===== src/rtl/ex_mem_lsu_if.sv =====
// Data-RAM bus between the EX->MEM load/store unit (master) and the data SRAM (slave).
// Split handshake: the request phase ends with addr_ok and the response phase ends with data_ok.
interface ex_mem_lsu_if;
   logic        ram_req;
   logic        ram_we;
   logic [31:0] ram_addr;
   logic [3:0]  ram_wstrb;
   logic [31:0] ram_wdata;
   logic        ram_addr_ok;
   logic        ram_data_ok;
   logic [31:0] ram_rdata;

   modport master (
      output ram_req, ram_we, ram_addr, ram_wstrb, ram_wdata,
      input  ram_addr_ok, ram_data_ok, ram_rdata
   );

   modport slave (
      input  ram_req, ram_we, ram_addr, ram_wstrb, ram_wdata,
      output ram_addr_ok, ram_data_ok, ram_rdata
   );
endinterface


===== src/rtl/ex_mem_lsu.sv =====
// EX->MEM pipeline stage: registers the EX result, runs the data-RAM access and presents aligned WB data.
// Optional macro MISALIGN_EXC_EN: misaligned half/word accesses skip the bus and flag misalign_mem.
//
// state     | meaning
// IDLE      | stage empty
// REQ       | request on the bus, waiting for addr_ok
// WAIT      | request accepted, waiting for data_ok
// DONE      | result final, waiting for WB to accept
// DISCARD   | instruction cancelled, draining the in-flight response
module ex_mem_lsu (
   input  logic        clk,
   input  logic        rst_n,
   input  logic        cancel,
   input  logic        valid_ex,
   output logic        allow_in_mem,
   input  logic [31:0] alu_result_ex,
   input  logic [31:0] rs2_data_ex,
   input  logic [4:0]  rd_ex,
   input  logic [31:0] pc_ex,
   input  logic [3:0]  control_flow_ex,
   input  logic [2:0]  funct3_ex,
   ex_mem_lsu_if.master ram,
   input  logic        allow_in_wb,
   output logic        valid_mem,
   output logic        ready_go_mem,
   output logic [4:0]  rd_mem,
   output logic [31:0] pc_mem,
   output logic        write_reg_mem,
   output logic [31:0] wb_data_mem,
   output logic        misalign_mem
);
   localparam int DATA_WIDTH = 32;
   localparam int RD_WIDTH   = 5;

   localparam logic [2:0] S_IDLE    = 3'd0;
   localparam logic [2:0] S_REQ     = 3'd1;
   localparam logic [2:0] S_WAIT    = 3'd2;
   localparam logic [2:0] S_DONE    = 3'd3;
   localparam logic [2:0] S_DISCARD = 3'd4;

   logic [2:0]            state_q, state_d;
   logic [DATA_WIDTH-1:0] addr_q, addr_d, sdata_q, sdata_d, pc_q, pc_d, wb_q, wb_d;
   logic [RD_WIDTH-1:0]   rd_q, rd_d;
   logic [3:0]            ctrl_q, ctrl_d;   // {mem_read, mem_write, mem2reg, write_reg}
   logic [2:0]            f3_q, f3_d;
   logic                  mis_q, mis_d;

   logic                  capture, cap_mem, mis_cap;
   logic [2:0]            cap_state;
   logic [4:0]            shamt;
   logic [DATA_WIDTH-1:0] shifted, load_val, st_wdata;
   logic [3:0]            st_strb;

   assign valid_mem    = (state_q == S_REQ) || (state_q == S_WAIT) || (state_q == S_DONE);
   assign ready_go_mem = (state_q == S_DONE);
   assign allow_in_mem = (state_q != S_DISCARD) && (!valid_mem || (ready_go_mem && allow_in_wb));
   assign capture      = valid_ex && allow_in_mem && !cancel;
   assign cap_mem      = control_flow_ex[3] | control_flow_ex[2];

`ifdef MISALIGN_EXC_EN
   assign mis_cap = cap_mem && (((funct3_ex[1:0] == 2'b01) && alu_result_ex[0]) ||
                                ((funct3_ex[1:0] == 2'b10) && (alu_result_ex[1:0] != 2'b00)));
`else
   assign mis_cap = 1'b0;
`endif

   assign cap_state = (cap_mem && !mis_cap) ? S_REQ : S_DONE;

   // Without the misalign check, half accesses use addr[1] only and word accesses ignore addr[1:0].
   always_comb begin
      shamt    = 5'd0;
      st_strb  = 4'b1111;
      st_wdata = sdata_q;
      case (f3_q[1:0])
         2'b00: begin
            shamt    = {addr_q[1:0], 3'b000};
            st_strb  = 4'b0001 << addr_q[1:0];
            st_wdata = {4{sdata_q[7:0]}};
         end
         2'b01: begin
            shamt    = {addr_q[1], 4'b0000};
            st_strb  = 4'b0011 << {addr_q[1], 1'b0};
            st_wdata = {2{sdata_q[15:0]}};
         end
         default: ;
      endcase
   end

   always_comb begin
      shifted = ram.ram_rdata >> shamt;
      case (f3_q)
         3'b000:  load_val = {{24{shifted[7]}}, shifted[7:0]};
         3'b001:  load_val = {{16{shifted[15]}}, shifted[15:0]};
         3'b100:  load_val = {24'd0, shifted[7:0]};
         3'b101:  load_val = {16'd0, shifted[15:0]};
         default: load_val = shifted;
      endcase
   end

   assign ram.ram_req   = (state_q == S_REQ);
   assign ram.ram_we    = ram.ram_req & ctrl_q[2];
   assign ram.ram_addr  = {addr_q[31:2], 2'b00};
   assign ram.ram_wstrb = ram.ram_we ? st_strb : 4'b0000;
   assign ram.ram_wdata = st_wdata;

   assign rd_mem        = rd_q;
   assign pc_mem        = pc_q;
   assign wb_data_mem   = wb_q;
   assign misalign_mem  = mis_q & valid_mem;
   assign write_reg_mem = ctrl_q[0] & valid_mem & !misalign_mem;

   always_comb begin
      state_d = state_q;
      addr_d  = addr_q;
      sdata_d = sdata_q;
      pc_d    = pc_q;
      wb_d    = wb_q;
      rd_d    = rd_q;
      ctrl_d  = ctrl_q;
      f3_d    = f3_q;
      mis_d   = mis_q;
      if (capture) begin
         addr_d  = alu_result_ex;
         sdata_d = rs2_data_ex;
         pc_d    = pc_ex;
         wb_d    = alu_result_ex;
         rd_d    = rd_ex;
         ctrl_d  = control_flow_ex;
         f3_d    = funct3_ex;
         mis_d   = mis_cap;
      end
      case (state_q)
         S_IDLE: if (capture) state_d = cap_state;
         S_REQ: begin
            if (cancel)                 state_d = ram.ram_addr_ok ? S_DISCARD : S_IDLE;
            else if (ram.ram_addr_ok)   state_d = S_WAIT;
         end
         S_WAIT: begin
            if (ram.ram_data_ok) begin
               state_d = cancel ? S_IDLE : S_DONE;
               if (ctrl_q[1]) wb_d = load_val;
            end else if (cancel) begin
               state_d = S_DISCARD;
            end
         end
         S_DONE: begin
            if (cancel)           state_d = S_IDLE;
            else if (allow_in_wb) state_d = capture ? cap_state : S_IDLE;
         end
         S_DISCARD: if (ram.ram_data_ok) state_d = S_IDLE;
         default: state_d = S_IDLE;
      endcase
   end

   always_ff @(posedge clk or negedge rst_n) begin
      if (!rst_n) begin
         state_q <= S_IDLE;
         addr_q  <= '0;
         sdata_q <= '0;
         pc_q    <= '0;
         wb_q    <= '0;
         rd_q    <= '0;
         ctrl_q  <= '0;
         f3_q    <= '0;
         mis_q   <= 1'b0;
      end else begin
         state_q <= state_d;
         addr_q  <= addr_d;
         sdata_q <= sdata_d;
         pc_q    <= pc_d;
         wb_q    <= wb_d;
         rd_q    <= rd_d;
         ctrl_q  <= ctrl_d;
         f3_q    <= f3_d;
         mis_q   <= mis_d;
      end
   end
endmodule


===== src/flat_wrapper.sv =====
// flat-port wrapper written by rule: the top's interface ports become plain ports
module ex_mem_lsu_flat 
  (clk, rst_n, cancel, valid_ex, allow_in_mem, alu_result_ex, rs2_data_ex, rd_ex, pc_ex, control_flow_ex, funct3_ex, allow_in_wb, valid_mem, ready_go_mem, rd_mem, pc_mem, write_reg_mem, wb_data_mem, misalign_mem, ram_ram_req, ram_ram_we, ram_ram_addr, ram_ram_wstrb, ram_ram_wdata, ram_ram_addr_ok, ram_ram_data_ok, ram_ram_rdata);
  ex_mem_lsu_if ram_i ();
  input  logic clk;
  input  logic rst_n;
  input  logic cancel;
  input  logic valid_ex;
  output logic allow_in_mem;
  input  logic [31:0] alu_result_ex;
  input  logic [31:0] rs2_data_ex;
  input  logic [4:0] rd_ex;
  input  logic [31:0] pc_ex;
  input  logic [3:0] control_flow_ex;
  input  logic [2:0] funct3_ex;
  input  logic allow_in_wb;
  output logic valid_mem;
  output logic ready_go_mem;
  output logic [4:0] rd_mem;
  output logic [31:0] pc_mem;
  output logic write_reg_mem;
  output logic [31:0] wb_data_mem;
  output logic misalign_mem;
  output wire logic [$bits(ram_i.ram_req)-1:0] ram_ram_req;
  output wire logic [$bits(ram_i.ram_we)-1:0] ram_ram_we;
  output wire logic [$bits(ram_i.ram_addr)-1:0] ram_ram_addr;
  output wire logic [$bits(ram_i.ram_wstrb)-1:0] ram_ram_wstrb;
  output wire logic [$bits(ram_i.ram_wdata)-1:0] ram_ram_wdata;
  input wire logic [$bits(ram_i.ram_addr_ok)-1:0] ram_ram_addr_ok;
  input wire logic [$bits(ram_i.ram_data_ok)-1:0] ram_ram_data_ok;
  input wire logic [$bits(ram_i.ram_rdata)-1:0] ram_ram_rdata;
  assign ram_ram_req = ram_i.ram_req;
  assign ram_ram_we = ram_i.ram_we;
  assign ram_ram_addr = ram_i.ram_addr;
  assign ram_ram_wstrb = ram_i.ram_wstrb;
  assign ram_ram_wdata = ram_i.ram_wdata;
  assign ram_i.ram_addr_ok = ram_ram_addr_ok;
  assign ram_i.ram_data_ok = ram_ram_data_ok;
  assign ram_i.ram_rdata = ram_ram_rdata;
  ex_mem_lsu u_core (.clk(clk), .rst_n(rst_n), .cancel(cancel), .valid_ex(valid_ex), .allow_in_mem(allow_in_mem), .alu_result_ex(alu_result_ex), .rs2_data_ex(rs2_data_ex), .rd_ex(rd_ex), .pc_ex(pc_ex), .control_flow_ex(control_flow_ex), .funct3_ex(funct3_ex), .ram(ram_i), .allow_in_wb(allow_in_wb), .valid_mem(valid_mem), .ready_go_mem(ready_go_mem), .rd_mem(rd_mem), .pc_mem(pc_mem), .write_reg_mem(write_reg_mem), .wb_data_mem(wb_data_mem), .misalign_mem(misalign_mem));
endmodule

===== config.mk =====
export PLATFORM = sky130hd
export DESIGN_NAME = ex_mem_lsu_flat
export DESIGN_NICKNAME = d
export VERILOG_FILES = /design/src/rtl/ex_mem_lsu_if.sv /design/src/rtl/ex_mem_lsu.sv /design/src/flat_wrapper.sv
export SDC_FILE = /design/constraint.sdc
export NUM_CORES = 1
export LEC_CHECK = 0
export BUFFER_PORTS_ARGS = -buffer_cell sky130_fd_sc_hd__buf_2
export CAP_MARGIN = 20
export CORE_MARGIN = 2
export CORE_UTILIZATION = 48
export DETAILED_ROUTE_END_ITERATION = 6
export PLACE_DENSITY = 0.81
export SLEW_MARGIN = 0
export SYNTH_ARGS = -nofsm -noshare
export SYNTH_HDL_FRONTEND = slang
export SYNTH_SLANG_ARGS = --single-unit

===== constraint.sdc =====
create_clock -name clk -period 2.4 [get_ports clk]
set_input_delay 0.6 -clock clk [delete_from_list [all_inputs] [get_ports clk]]
set_output_delay 0.6 -clock clk [all_outputs]
set_load 0.005 [all_outputs]

==> flow_summary.json, run 1 <==
{
  "outcome": "finished with violations",
  "violations": "design-rule violations",
  "area_growth_pct": 29.03,
  "final_nets": 1166,
  "critPathKind": "flop to primary output",
  "ys_types": 38,
  "synth.area.top_cells": "dfrtp_1, nand2_1, buf_4, a21oi_1, mux2_2",
  "relSlewSlack": 0.6205,
  "vias": 6426,
  "final_cell_mix": "nand2_1, buf_2, dfrtp_1, a21oi_1",
  "die_h_um": 123.1,
  "antenna_found_initial": 1,
  "yosys_warnings": 0,
  "initial_utilization": 0.4904,
  "row_count": 43,
  "worst-r2r-setup-slack_ns": 0.26,
  "h-tree-depth": 4,
  "hpwl_um": 14550,
  "vias_per_cell": 5.298,
  "synth_enable_flop_cells": 0,
  "cts_max_path_buffers": 2,
  "min_path_type": "primary input to asynchronous set/reset pin",
  "grtUsageTotal": 0.2704,
  "required_ns": 1.80,
  "cts_tree": "built",
  "netlist_area_um2": 6807,
  "core_um2": 13880,
  "crit_chain": "buf_4 > or3_4 > nand3_1 > buf_2",
  "die_area_um2": 15150,
  "arrival_ns": 1.70,
  "grt_pass1_wl_um": 31460,
  "fin_skew_ns": 0.01045,
  "io_buffers": 287,
  "firstDrtPassIters": 7,
  "die_w_um": 123.1,
  "cp_num_buf_inv": 2,
  "cts-buffers-inserted": 17,
  "drc": 1,
  "power.leakage_nw": 4.910,
  "startpoint_type": "flop",
  "setup_slack_ns": 0.09619,
  "placed_area_um2": 8193,
  "overflow": 0,
  "critPathTopFamily": "simple AND/OR/NAND/NOR gates",
  "postLayoutCellArea_um2": 8782,
  "cts_root_buffer": "clkbuf_16",
  "period_share": 0.9599,
  "final-max-slew-violation-count": 0,
  "drt-total-wl_um": 20380,
  "syn_area_per_cell_um2": 8.738,
  "synth_top_cell_area_share": 0.5221,
  "setup_viol": 0,
  "rsz0062_at_grt": "false",
  "place_ws_ns": 0.09265,
  "final_common_cell": "nand2_1",
  "max_freq_mhz": 434.1,
  "drtAntennaViolNets": 0,
  "worst_pin_slew_ns": 0.5693,
  "slowest_stage": "dfrtp_2",
  "fin_setup_tns_ns": 0,
  "postCtsSetupBuffers": 0,
  "powerDensity_nw_per_um2": 1303,
  "grt_pass1_vias": 6280,
  "async_reset_ff_frac": 1.000,
  "globalplace.congestion": 0.9003,
  "worstSkewPairLatency_ns": 0.41,
  "crit_fanout": 11,
  "grt_max_degree": 83,
  "finalCriticalPeriod_ns": 2.304,
  "design_power_total_mw": 11.44,
  "max_cap_viol_count": 0,
  "cts_hold_buf": 0,
  "setup.worst_path.end_class": "primary output",
  "final_hold_viol_count": 0,
  "drive_gt1_frac": 0.3634,
  "ys_ff_latch": 142,
  "drt_iter0_drc": 607,
  "synth_cells": 779,
  "synth_area_leader_cell": "dfrtp_1",
  "path_clk_slew_ns": 0.06,
  "max-vdd-ir-drop_mv": 0.5924,
  "slowest_delay_ns": 0.44,
  "synth-main-ff-cell": "dfrtp_1",
  "wl_per_cell_um": 16.80,
  "io_pins": 291,
  "cts_sinks": 142,
  "ys_seq_area_frac": 0.5221
}
routing by layer:
layer  share of wire  up-vias  global-route usage
met5               0        -                   0
met4           0.036        0              0.1278
met3           0.079       65             0.06734
met2            0.49      333              0.4327
met1            0.40     3052              0.3458
li1                -     2976                   -
synthesized netlist by cell type, types with 7 or more instances:
master	n
a22oi_1	16
mux2i_1	18
a21oi_1	41
buf_4	42
buf_2	23
dfrtp_1	142
nand2_1	373
clkbuf_1	19
o21ai_0	19
mux2_2	18
nor2_1	16
mux4_2	7
a32oi_1	8
stage by stage:
step | utilization | std cells | hold slack, ns
2_1_floorplan | - | 781 | 0.3044
3_3_place_gp | 0.5902 | 1179 | 0.4517
3_5_place_dp | 0.5902 | 1179 | 0.4569
4_1_cts | 0.6308 | 1211 | 0.1656
5_1_grt | 0.6327 | 1213 | 0.1747
6_report | 0.6327 | 1213 | 0.1521
sequential cells by signal (all words and copies together) (netlist names):
register and cells:
u_core.wb_data_mem 32, u_core.state_q 3, u_core.ctrl_q 3, u_core.pc_mem 32
u_core.sdata_q 32, u_core.rd_mem 5, u_core.addr_q 32, u_core.f3_q 3
report_power, final:
group	internal, mW	switching [mW]	leakage, nW
Clock	1.47	0.986	0.261
Combinational	2.14	2.57	2.89
Sequential	3.53	0.746	1.76
Total	7.14	4.30	4.91
logic make-up after synthesis:
kind of cell	synth area share
mux	0.07941
simple gates	0.2349
other cells	0.0005509
flops	0.5221
compound gates	0.08658
buf+inv	0.07647
final timing paths:
kind	from	endpoint	cells past startpoint
hold / removal	rst_n	u_core.pc_mem[5]$_DFFE_PN0N_	1
hold reg to reg	u_core.pc_mem[23]$_DFFE_PN0N_	u_core.pc_mem[23]$_DFFE_PN0N_	2
setup reg to reg	u_core.state_q[1]$_DFFE_PN0P_	u_core.wb_data_mem[2]$_DFF_PN0_	6
max in group asynchronous	rst_n	u_core.f3_q[1]$_DFFE_PN0N_	2
setup / recovery	u_core.state_q[1]$_DFFE_PN0P_	allow_in_mem	4
min in group clk	rs2_data_ex[21]	u_core.sdata_q[21]$_DFFE_PN0N_	3
repair_timing:
action,4_1_cts,5_1_grt
cloned,0,0
gates resized for setup,5,4
setup endpoints to repair,4,9
layout make-up:
class	instances	area, um^2
clock buffer	21	460.4
multi-input combinational	550	2774
timing repair buffer	307	1667
clock inverter	11	92.59
antenna	1	2.502
tap	180	225.2
sequential	142	3557
fill	1196	5099
inverter	1	3.754
(Power assumes the default switching activity.)
==> run 2: changes to the inputs <==
--- a/config.mk
+++ b/config.mk
@@ -8,9 +8,9 @@
 export BUFFER_PORTS_ARGS = -buffer_cell sky130_fd_sc_hd__buf_2
 export CAP_MARGIN = 20
 export CORE_MARGIN = 2
-export CORE_UTILIZATION = 48
+export CORE_UTILIZATION = 30
 export DETAILED_ROUTE_END_ITERATION = 6
-export PLACE_DENSITY = 0.81
+export PLACE_DENSITY = 0.56
 export SLEW_MARGIN = 0
 export SYNTH_ARGS = -nofsm -noshare
 export SYNTH_HDL_FRONTEND = slang
==> flow_summary.json, run 2 (same netlist as run 1, synthesis figures left out) <==
{
  "outcome": "finished clean",
  "fin_setup_tns_ns": 0,
  "overflow": 0,
  "cts_root_buffer": "clkbuf_16",
  "final_cell_mix": "nand2_1, buf_2, dfrtp_1, a21oi_1, buf_4",
  "rsz0062_at_grt": "false",
  "grt_pass1_vias": 5922,
  "crit_start": "u_core.f3_q[1]$_DFFE_PN0N_",
  "period_share": 0.9756,
  "path_clk_slew_ns": 0.07,
  "fin_skew_ns": 0.01071,
  "area_growth_pct": 32.63,
  "setup_viol": 0,
  "fillers": 2355,
  "slowest_stage": "dfrtp_4",
  "drtAntennaViolNets": 0,
  "crit_chain": "or2_2 > o21ai_1 > nor2_1 > buf_2",
  "io_buffers": 287,
  "critPathTopFamily": "flip-flops",
  "globalplace.congestion": 0.8268,
  "max_cap_viol_count": 0,
  "vias": 6110,
  "placed_cells": 1289,
  "cp_num_buf_inv": 1,
  "final_common_cell": "nand2_1",
  "power.leakage_nw": 4.981,
  "final_hold_viol_count": 0,
  "required_ns": 1.80,
  "worstSkewPairLatency_ns": 0.42,
  "slowest_delay_ns": 0.53,
  "grt_max_degree": 58,
  "drt-total-wl_um": 21430,
  "reg2reg_from": "u_core.f3_q[1]$_DFFE_PN0N_",
  "initial_utilization": 0.3034,
  "critPathKind": "flop to primary output",
  "relSlewSlack": 0.5825,
  "max-vdd-ir-drop_mv": 0.4575,
  "io_pins": 291,
  "final-max-slew-violation-count": 0,
  "die_w_um": 154.6,
  "place_ws_ns": 0.3576,
  "core_um2": 22430,
  "cts_max_path_buffers": 2,
  "die_area_um2": 23910,
  "cts_tree": "built",
  "diodes": 0,
  "drive_gt1_frac": 0.3661,
  "min_path_type": "primary input to asynchronous set/reset pin",
  "cts-buffers-inserted": 17,
  "h-tree-depth": 4,
  "row_count": 55,
  "grtUsageTotal": 0.1786,
  "drc": 0,
  "crit_fanout": 7,
  "antenna_found_initial": 0,
  "grt_pass1_wl_um": 33260,
  "arrival_ns": 1.74,
  "setup.worst_path.end_class": "primary output",
  "drt_iter0_drc": 321,
  "wl_per_cell_um": 16.20,
  "hpwl_um": 15890,
  "postLayoutCellArea_um2": 9027,
  "vias_per_cell": 4.618,
  "setup_slack_ns": 0.05847,
  "finalCriticalPeriod_ns": 2.342,
  "powerDensity_nw_per_um2": 1307,
  "max_freq_mhz": 427.1,
  "placed_area_um2": 8351,
  "cts_sinks": 142,
  "firstDrtPassIters": 5,
  "startpoint_type": "flop",
  "die_h_um": 154.6,
  "whs_ns": 0.1232,
  "worst_pin_slew_ns": 0.6263,
  "final_nets": 1172,
  "stdcell_count": 1323,
  "cts_hold_buf": 0
}
run 2: changes by cell type in the layout (fill, tap and decap cells not counted), sizes merged, moves of 2 or more:
cell / delta
bufinv: +3
inv: +5
clkbuf: -3
clkinvlp: -2
clkinv: -3
buf: +6
run 2: stage by stage:
| step | total power, mW | util |
|---|---|---|
| after CTS | 11.90 | 0.4006 |
| final | 11.80 | 0.4024 |
| after global placement | 8.889 | 0.3722 |
| after global routing | 12.71 | 0.4024 |
| after floorplan | 7.072 | - |
| after detailed placement | 8.945 | 0.3722 |
run 2: worst register-to-register path, cell delays in order (launching register included):
cell and delay, ns:
dfrtp_4 0.53, buf_4 0.17, buf_4 0.17, or4_1 0.56, o2111ai_2 0.10, buf_4 0.31, a32oi_1 0.16
run 2: what timing repair did:
item | in CTS | in global routing
buffers inserted | 0 | 2
setup endpoints to repair | 4 | 16
pin swaps | 0 | 0
resized for setup | 2 | 4
run 2: final cells by class:
class / count / area (um^2) / area share
flip-flops and latches: 142 / 3557 / 0.3940
multi-input cells: 550 / 2773 / 0.3071
repair buffers: 313 / 1704 / 0.1888
clock buffers: 18 / 429.2 / 0.04754
well taps: 285 / 356.6 / 0.03950
clock inverters: 14 / 203.9 / 0.02259
inverters: 1 / 3.754 / 0.0004158
run 2: worst paths after layout:
| kind | endpoint | slack [ns] | cells after the start |
|---|---|---|---|
| min | u_core.addr_q[30]$_DFFE_PN0N_ | 0.12 | 1 |
| min in group clk | u_core.pc_mem[1]$_DFFE_PN0N_ | 0.37 | 3 |
| min reg2reg | u_core.addr_q[5]$_DFFE_PN0N_ | 0.47 | 2 |
| max reg2reg | u_core.wb_data_mem[8]$_DFF_PN0_ | 0.26 | 6 |
| max | ram_ram_wstrb[3] | 0.06 | 4 |
| max in group asynchronous | u_core.sdata_q[17]$_DFFE_PN0N_ | 1.63 | 2 |
run 2: metal layers:
metal	vias up	global-route usage	routed length, um
li1	2982	-	-
met1	2881	0.2384	9599
met2	221	0.2893	10150
met3	26	0.04231	1275
met4	0	0.05379	397
met5	-	0	0
run 2: power by group:
part           internal [mW]  switching [mW]  total [mW]
logic                   2.17            2.48        4.66
registers               3.53           0.743        4.27
clock network           1.76            1.11        2.87
total                   7.46            4.34        11.8
